==> src/rtl/fir_mac_sequencer.sv <==
// rtl/fir_mac_sequencer.sv - sequential single-multiplier FIR MAC engine (define FIR_SAT_EN for output saturation)
module fir_mac_sequencer #(
   parameter int NTAP_MAX = 15,
   parameter int DW       = 16
) (
   input  logic          clk,
   input  logic          rst_n,
   input  logic          sample_valid,
   input  logic [DW-1:0] sample_in,
   output logic          sample_ready,
   input  logic [7:0]    taps,
   input  logic          coef_we,
   input  logic [3:0]    coef_addr,
   input  logic [DW-1:0] coef_wdata,
   output logic          out_valid,
   output logic [DW-1:0] out_data,
   output logic          busy
);

   localparam int AW = 2*DW + 4;
   localparam logic [7:0] NMAX = 8'(NTAP_MAX);
   localparam logic [3:0] LAST = 4'(NTAP_MAX - 1);

   typedef enum logic [1:0] {IDLE, MAC, DONE} state_t;

   state_t state, state_nxt;

   logic signed [DW-1:0]   sbuf  [NTAP_MAX];
   logic signed [DW-1:0]   coefs [NTAP_MAX];
   logic [3:0]             wptr;
   logic [3:0]             rptr;
   logic [7:0]             n;
   logic [7:0]             k;
   logic signed [AW-1:0]   acc;
   logic signed [2*DW-1:0] prod;
   logic signed [AW-1:0]   acc_next;
   logic [DW-1:0]          result;
   logic [DW-1:0]          out_data_r;
   logic [7:0]             taps_clamped;
   logic                   accept;
   logic                   last_mac;

   assign accept       = sample_valid && (state == IDLE);
   assign taps_clamped = (taps > NMAX) ? NMAX : taps;
   assign last_mac     = (k == n - 8'd1);

   // the one shared multiplier: rptr walks back from the newest sample while k walks the coefficients
   assign prod     = sbuf[rptr] * coefs[k[3:0]];
   assign acc_next = acc + AW'(prod);

`ifdef FIR_SAT_EN
   logic pos_ovf;
   logic neg_ovf;
   // any disagreement among the bits above acc[2*DW-2] means the sum left the 2*DW-bit signed range
   assign pos_ovf = !acc_next[AW-1] && (|acc_next[AW-2:2*DW-1]);
   assign neg_ovf =  acc_next[AW-1] && !(&acc_next[AW-2:2*DW-1]);
   assign result  = pos_ovf ? {1'b0, {(DW-1){1'b1}}} :
                    neg_ovf ? {1'b1, {(DW-1){1'b0}}} :
                    acc_next[2*DW-1:DW];
`else
   assign result = acc_next[2*DW-1:DW];
`endif

   // state register
   always_ff @(posedge clk or negedge rst_n) begin
      if (!rst_n) state <= IDLE;
      else        state <= state_nxt;
   end

   // next-state logic; taps of zero skip straight to DONE
   always_comb begin
      state_nxt = state;
      case (state)
         IDLE: if (accept) state_nxt = (taps_clamped == 8'd0) ? DONE : MAC;
         MAC:  if (last_mac) state_nxt = DONE;
         DONE: state_nxt = IDLE;
         default: state_nxt = IDLE;
      endcase
   end

   // handshake and status outputs decoded from state
   always_comb begin
      sample_ready = (state == IDLE);
      busy         = (state == MAC) || (state == DONE);
      out_valid    = (state == DONE);
   end

   assign out_data = out_data_r;

   // datapath: coefficient writes, sample history, accumulation and result capture
   always_ff @(posedge clk or negedge rst_n) begin
      if (!rst_n) begin
         for (int i = 0; i < NTAP_MAX; i++) begin
            sbuf[i]  <= '0;
            coefs[i] <= '0;
         end
         wptr       <= '0;
         rptr       <= '0;
         n          <= '0;
         k          <= '0;
         acc        <= '0;
         out_data_r <= '0;
      end else begin
         // coefficient registers update at this edge, so the first MAC cycle already sees them
         if ((state == IDLE) && coef_we && ({4'd0, coef_addr} < NMAX))
            coefs[coef_addr] <= coef_wdata;
         if (accept) begin
            sbuf[wptr] <= sample_in;
            rptr       <= wptr;
            wptr       <= (wptr == LAST) ? 4'd0 : wptr + 4'd1;
            n          <= taps_clamped;
            k          <= '0;
            acc        <= '0;
            if (taps_clamped == 8'd0) out_data_r <= '0;
         end else if (state == MAC) begin
            acc  <= acc_next;
            k    <= k + 8'd1;
            rptr <= (rptr == 4'd0) ? LAST : rptr - 4'd1;
            if (last_mac) out_data_r <= result;
         end
      end
   end

endmodule
==> config.mk <==
export PLATFORM = sky130hd
export DESIGN_NAME = fir_mac_sequencer
export DESIGN_NICKNAME = d
export VERILOG_FILES = /design/src/rtl/fir_mac_sequencer.sv
export SDC_FILE = /design/constraint.sdc
export NUM_CORES = 2
export LEC_CHECK = 0
export BUFFER_PORTS_ARGS = -buffer_cell sky130_fd_sc_hd__buf_4
export CORE_MARGIN = 10
export CORE_UTILIZATION = 50
export DETAILED_ROUTE_END_ITERATION = 6
export GPL_TIMING_DRIVEN = 0
export PLACE_DENSITY = 0.73
export REMOVE_ABC_BUFFERS = 1
export SLEW_MARGIN = 20
export SYNTH_ARGS = -nofsm -noshare
export SYNTH_HDL_FRONTEND = slang
export SYNTH_SLANG_ARGS = --single-unit
==> constraint.sdc <==
create_clock -name clk -period 8.15 [get_ports clk]
set_input_delay 0.815 -clock clk [delete_from_list [all_inputs] [get_ports clk]]
set_output_delay 0.815 -clock clk [all_outputs]
set_load 0.01 [all_outputs]
==> Word level (Yosys, flattened, before mapping) <==
Index checks and enable logic that the tools add are counted.
{ "totals": {"wordCells": 104, "ff_bits": 558, "in_bits": 48} }
{ "classes": {"bitwise": 4, "reduce_logical": 13, "eq_ne": 7, "add_sub_neg": 5, "mul": 1, "mux": 29, "magnitude_cmp": 8} }
{ "op_table": {"columns": ["operator", "count"], "rows": [
  ["240-bit bitwise mux", 2],
  ["16-bit two-way mux", 10],
  ["16-bit binary-select mux with 4-bit select", 2],
  ["16-bit demux with 4-bit select", 2],
  ["36-bit two-way mux", 2],
  ["36-bit by 32-bit adder with 36-bit output", 1],
  ["16-bit by 16-bit multiplier with 32-bit output", 1],
  ["8-bit two-way mux", 3],
  ["5-bit >= comparator (second input constant)", 4],
  ["4-bit NOT with 5-bit output", 4],
  ["4-bit two-way mux", 4],
  ["5-bit by 1-bit < comparator with 1-bit output (second input constant)", 2],
  ["8-bit by 1-bit adder with 8-bit output (second input constant)", 1],
  ["8-bit equality test", 1],
  ["8-bit by 4-bit > comparator with 1-bit output (second input constant)", 1],
  ["8-bit zero test", 1],
  ["8-bit by 1-bit subtractor with 8-bit output (second input constant)", 1],
  ["2-bit two-way mux", 3],
  ["1-bit logical AND", 5],
  ["4-bit by 1-bit adder with 4-bit output (second input constant)", 1],
  ["4-bit equality test (second input constant)", 1],
  ["4-bit zero test", 1],
  ["4-bit < comparator (second input constant)", 1],
  ["2-bit by 1-bit != test with 1-bit output (second input constant)", 2],
  ["other kinds (10)", 11]
]} }

==> Logic depth before layout (Yosys ltp) <==
{ "logic_depth": {"word_depth": 9, "mapped_depth": 32, "depth_no_buf": 28} }

==> Worst setup path before layout <==
No wires, ideal clock.
{ "synth_path": {"path_type": "register to register", "start": "reg k[0]", "end": "reg out_data_r[9], in the netlist out_data[9]", "setup_time_ps": 122, "n_path_buf": 4, "t_required_ps": 8028, "stages_incl_launch_ff": 28, "path_slack_ps": 902, "arrival_time_ps": 7127, "path_cell_list": "dfrtp_1 buf_2 buf_4 buf_6 mux4_2 mux2_2 o21ai_2 buf_2 nor2_1 fa_1 inv_1 fa_1 fa_1 fa_1 inv_1 fa_1 inv_1 fa_1 inv_1 ha_1 a21oi_1 o21ai_0 a21oi_1 a21oi_1 o31ai_1 o21a_1 xnor2_1 a32o_1"} }
{ "synth_between": {"elab_chain_cells": 9, "elab_cells_between_ends": 12, "classes_between": "add/sub: 1; mul: 1; eq/ne: 1; mux: 6; bitwise: 1; reduce/logical: 2"} }
{ "synth_lines": {"columns": ["element", "line", "text"], "rows": [
  ["start, declared", "33", "logic [7:0] k;"],
  ["start signal, assigned", "117", "k <= k + 8'd1;"],
  ["4-bit NOT with 5-bit output (not written as such)", "48", "assign prod = sbuf[rptr] * coefs[k[3:0]];"],
  ["16-bit binary-select mux with 4-bit select", "48", null],
  ["16-bit two-way mux (not written as such) (2 in a row)", "48", null],
  ["16-bit by 16-bit multiplier with 32-bit output", "48", null],
  ["36-bit by 32-bit adder with 36-bit output", "49", "assign acc_next = acc + AW'(prod);"],
  ["16-bit two-way mux", "119", "if (last_mac) out_data_r <= result;"],
  ["16-bit two-way mux", "115", "end else if (state == MAC) begin"],
  ["16-bit two-way mux", "107", "if (accept) begin"],
  ["end signal, assigned", "119", null],
  ["end, declared", "38", "logic [DW-1:0] out_data_r;"]
]} }
Several ways; a longest one is shown, not always the timed one. The select of a mux whose other input is x is not followed.
A chain may end at the register's enable or synchronous reset.

==> Final worst setup path <==
{ "layout_path": {"start": "reg k[0]", "end": "reg out_data_r[15], in the netlist out_data[15]"} }
Same word-level chain as after synthesis.

==> metrics.txt <==
TritonCTS Sinks between 500 and 600; DR DRC count 0; Mapped Area between 30000 and 40000 sq um; num ports 67; MaxCap Viol Count 0; Post-synth ARST share 100.0%; run status completed; Arr. time, crit path between 8000 and 9000 ps; cell area after layout 40180 sq um; flops & latches, synth 554; WP data required between 8000 and 9000 ps; top routing layer in use met5; global route overflow 0; Nets around 3400; Post-Route WL 86480 um; Core Box Area 71360 sq um; Via-to-Cell Ratio 5.713; largest net degree at the start of global routing 105; Hold Violations, Final 0; Final Worst Setup Slack 271.8 ps; cells after synthesis a little under 3000; number of buffers added on ports 66; first-pass detailed-route iteration total 5; routability congestion estimate 0.8706; Final ANT Viol Nets 0; TritonCTS clock tree done; largest area contributor in the netlist dfrtp_1; Highest Clock Rate ~130 MHz; Worst slew margin ~23%; clk slew on worst S/H paths 70 ps; Hold Buf Count CTS 0; tightest hold margin 110.5 ps; Synth cell types 66; # rows just under 100; Synth top area share a little under 40%; effective utilization at floorplan between 50% and 60%; Worst Skew 38.12 ps; Most used DFF post-synth dfrtp_1; DP HPWL about 59000 um; met3 routed wirelength 4601 um; Slew Limit Fails 0; Iter 0 DRT Violations 1670; Crit Path Category register to register; startpoint types register; fraction of layout cells with a size suffix above 1 31.36%; CTS Buf Count 59; worst skew pair latency around 650 ps; RSZ-0062 raised after global routing true; CP Capture Type register; Post-synth EDFFs 0; first-pass GRT wire length 139600 um; DP Area approximately 38000 sq um; Hold WC Path Type input pin to async pin; minimum clock period 7878 ps; endpoints failing setup 0; DP Worst Slack -1017 ps; crit-path max FO 14; Seq/Total Area, Yosys 38.60%; DIE AREA 82940 sq um; CTS H-Tree Depth 2; initial antenna violation count 2; Yosys warning total 0; Longest Clk Path Bufs 3; Layout area overhead 11.89%; die height ~290 um; Slew @ Worst Pin 1153 ps; main area contributors after synthesis dfrtp_1, fa_1, mux2_2, mux4_2, inv_1; syn avg cell area around 12 sq um; CTS root buffer clkbuf_16; GRT Total Usage 21.23%; WL/cell 21.69 um; Metal-1 WL approximately 34000 um; via count between 20000 and 25000; WL met2 around 45000 um; vias in the first global route between 20000 and 30000; Die X-Extent 288 um; period utilisation layout a little over nine tenths
-- metal layers --
metal | GRT usage, % | vias to the layer above
li1 | - | 9923
met1 | 26.56 | 12030
met2 | 37.84 | 667
met3 | 2.838 | 158
met4 | 6.316 | 2
met5 | 0 | -
-- area by class of cell --
| cell class | count | area (sq um) |
|---|---|---|
| Fill cell | 5634 | 31180 |
| Antenna cell | 1 | 2.502 |
| Timing Repair Buffer | 152 | 1574 |
| Inverter | 353 | 1331 |
| Sequential cell | 554 | 13890 |
| Tap cell | 950 | 1189 |
| Multi-Input combinational cell | 1870 | 20300 |
| Clock inverter | 22 | 209.0 |
| Clock buffer | 85 | 1694 |
-- cell families after synthesis --
kind of cell | share of synthesized area (%)
buffers and inverters | 5.885
AO/OA/AOI/OAI | 3.940
AND/OR/NAND/NOR | 6.637
adder cells (fa/ha/maj) | 19.94
flip-flops | 38.60
multiplexers | 23.63
XOR/XNOR | 1.366
-- registers in the layout (all words and copies together), names as in the netlist --
| signal | flops |
|---|---|
| coefs | 240 |
| sbuf | 240 |
| acc | 32 |
| out_data | 16 |
| k | 8 |
| n | 8 |
| rptr | 4 |
| wptr | 4 |
| state | 2 |
-- Yosys cell counts (all sizes together) (2+ instances only) --
cell type,number
nor2b,16
clkbuf,106
inv,353
a21boi,2
nor3b,3
nand4,6
dfrtp,554
a211oi,15
nand3,10
xnor2,34
o21a,4
nor2,229
buf,67
nand2b,27
nor3,14
and4,2
nor4b,2
or3,6
nand3b,3
a22o,4
a311oi,2
mux2i,57
xor2,22
nor4,5
a21o,17
a31oi,4
o21bai,4
o2bb2ai,2
a21oi,43
fa,292
and2,6
mux2,499
and3,6
a31o,2
or4,4
o31ai,4
nand4b,2
nand2,182
ha,105
o21ai,81
a32o,2
or2,14
mux4,102
o211ai,27
-- worst max-delay path, cell delays in order (launching register included) --
cell	delay (ps)
dfrtp_4	460
buf_4	200
buf_6	210
mux4_2	530
mux2_2	290
o21ai_2	140
buf_8	200
inv_1	100
nand2_1	140
fa_1	520
fa_1	680
inv_4	110
fa_1	490
fa_1	490
fa_1	520
inv_1	50
fa_1	470
inv_1	40
ha_1	360
a21oi_1	160
o21ai_0	120
a221oi_1	370
nand2_1	120
o31ai_2	320
o21ai_0	180
xnor2_1	290
o21ai_1	120
-- stage by stage --
stage | setup TNS [ps] | cells | util, %
2_1_floorplan | -34880 | 2777 | -
3_3_place_gp | -183130 | 3793 | 51.58
3_5_place_dp | -16750 | 3835 | 52.80
4_1_cts | 0 | 3960 | 55.86
5_1_grt | -21.90 | 3987 | 56.31
6_report | 0 | 3987 | 56.31
-- layout by cell type (no fill, tap or decap), types with 10 or more instances in the layout --
master     instances
inv_1            351
a21o_1            11
fa_1             292
a21oi_1           32
or2_2             13
clkbuf_1          14
nor2_1           215
xnor2_1           34
o211ai_1          27
o21ai_0           58
clkbuf_8          12
buf_12            11
buf_8             11
ha_1             104
dfrtp_1          546
mux2i_1           57
xor2_1            22
nor2b_1           14
mux4_2           102
a21oi_2           10
mux2_2           499
nand3_1           10
clkbuf_16         59
buf_6             14
buf_4            108
nor2_4            12
nand2_1          181
nand2b_1          25
o21ai_2           10
-- worst paths after layout --
kind / cells past startpoint / start / slack, ps / endpoint
worst max-delay path: 26 / k[0] / 270 / out_data[15]
worst min-delay path: 1 / rst_n / 110 / coefs[199]
worst max register to register: 26 / k[0] / 270 / out_data[15]
worst min register to register: 2 / out_data[1] / 470 / out_data[1]
max in group asynchronous: 3 / rst_n / 6580 / rptr[3]
min in group clk: 3 / taps[2] / 460 / n[2]
-- timing repair --
action / 4_1_cts / 5_1_grt
setup buffers: 18 / 26
resized for setup: 18 / 24
setup endpoints to repair: 33 / 19
pin swaps: 1 / 8
hold endpoints to repair: 0 / 0
Power is not shown: default switching activity piles up to over one toggle a cycle in this logic, so the estimate is an artifact.
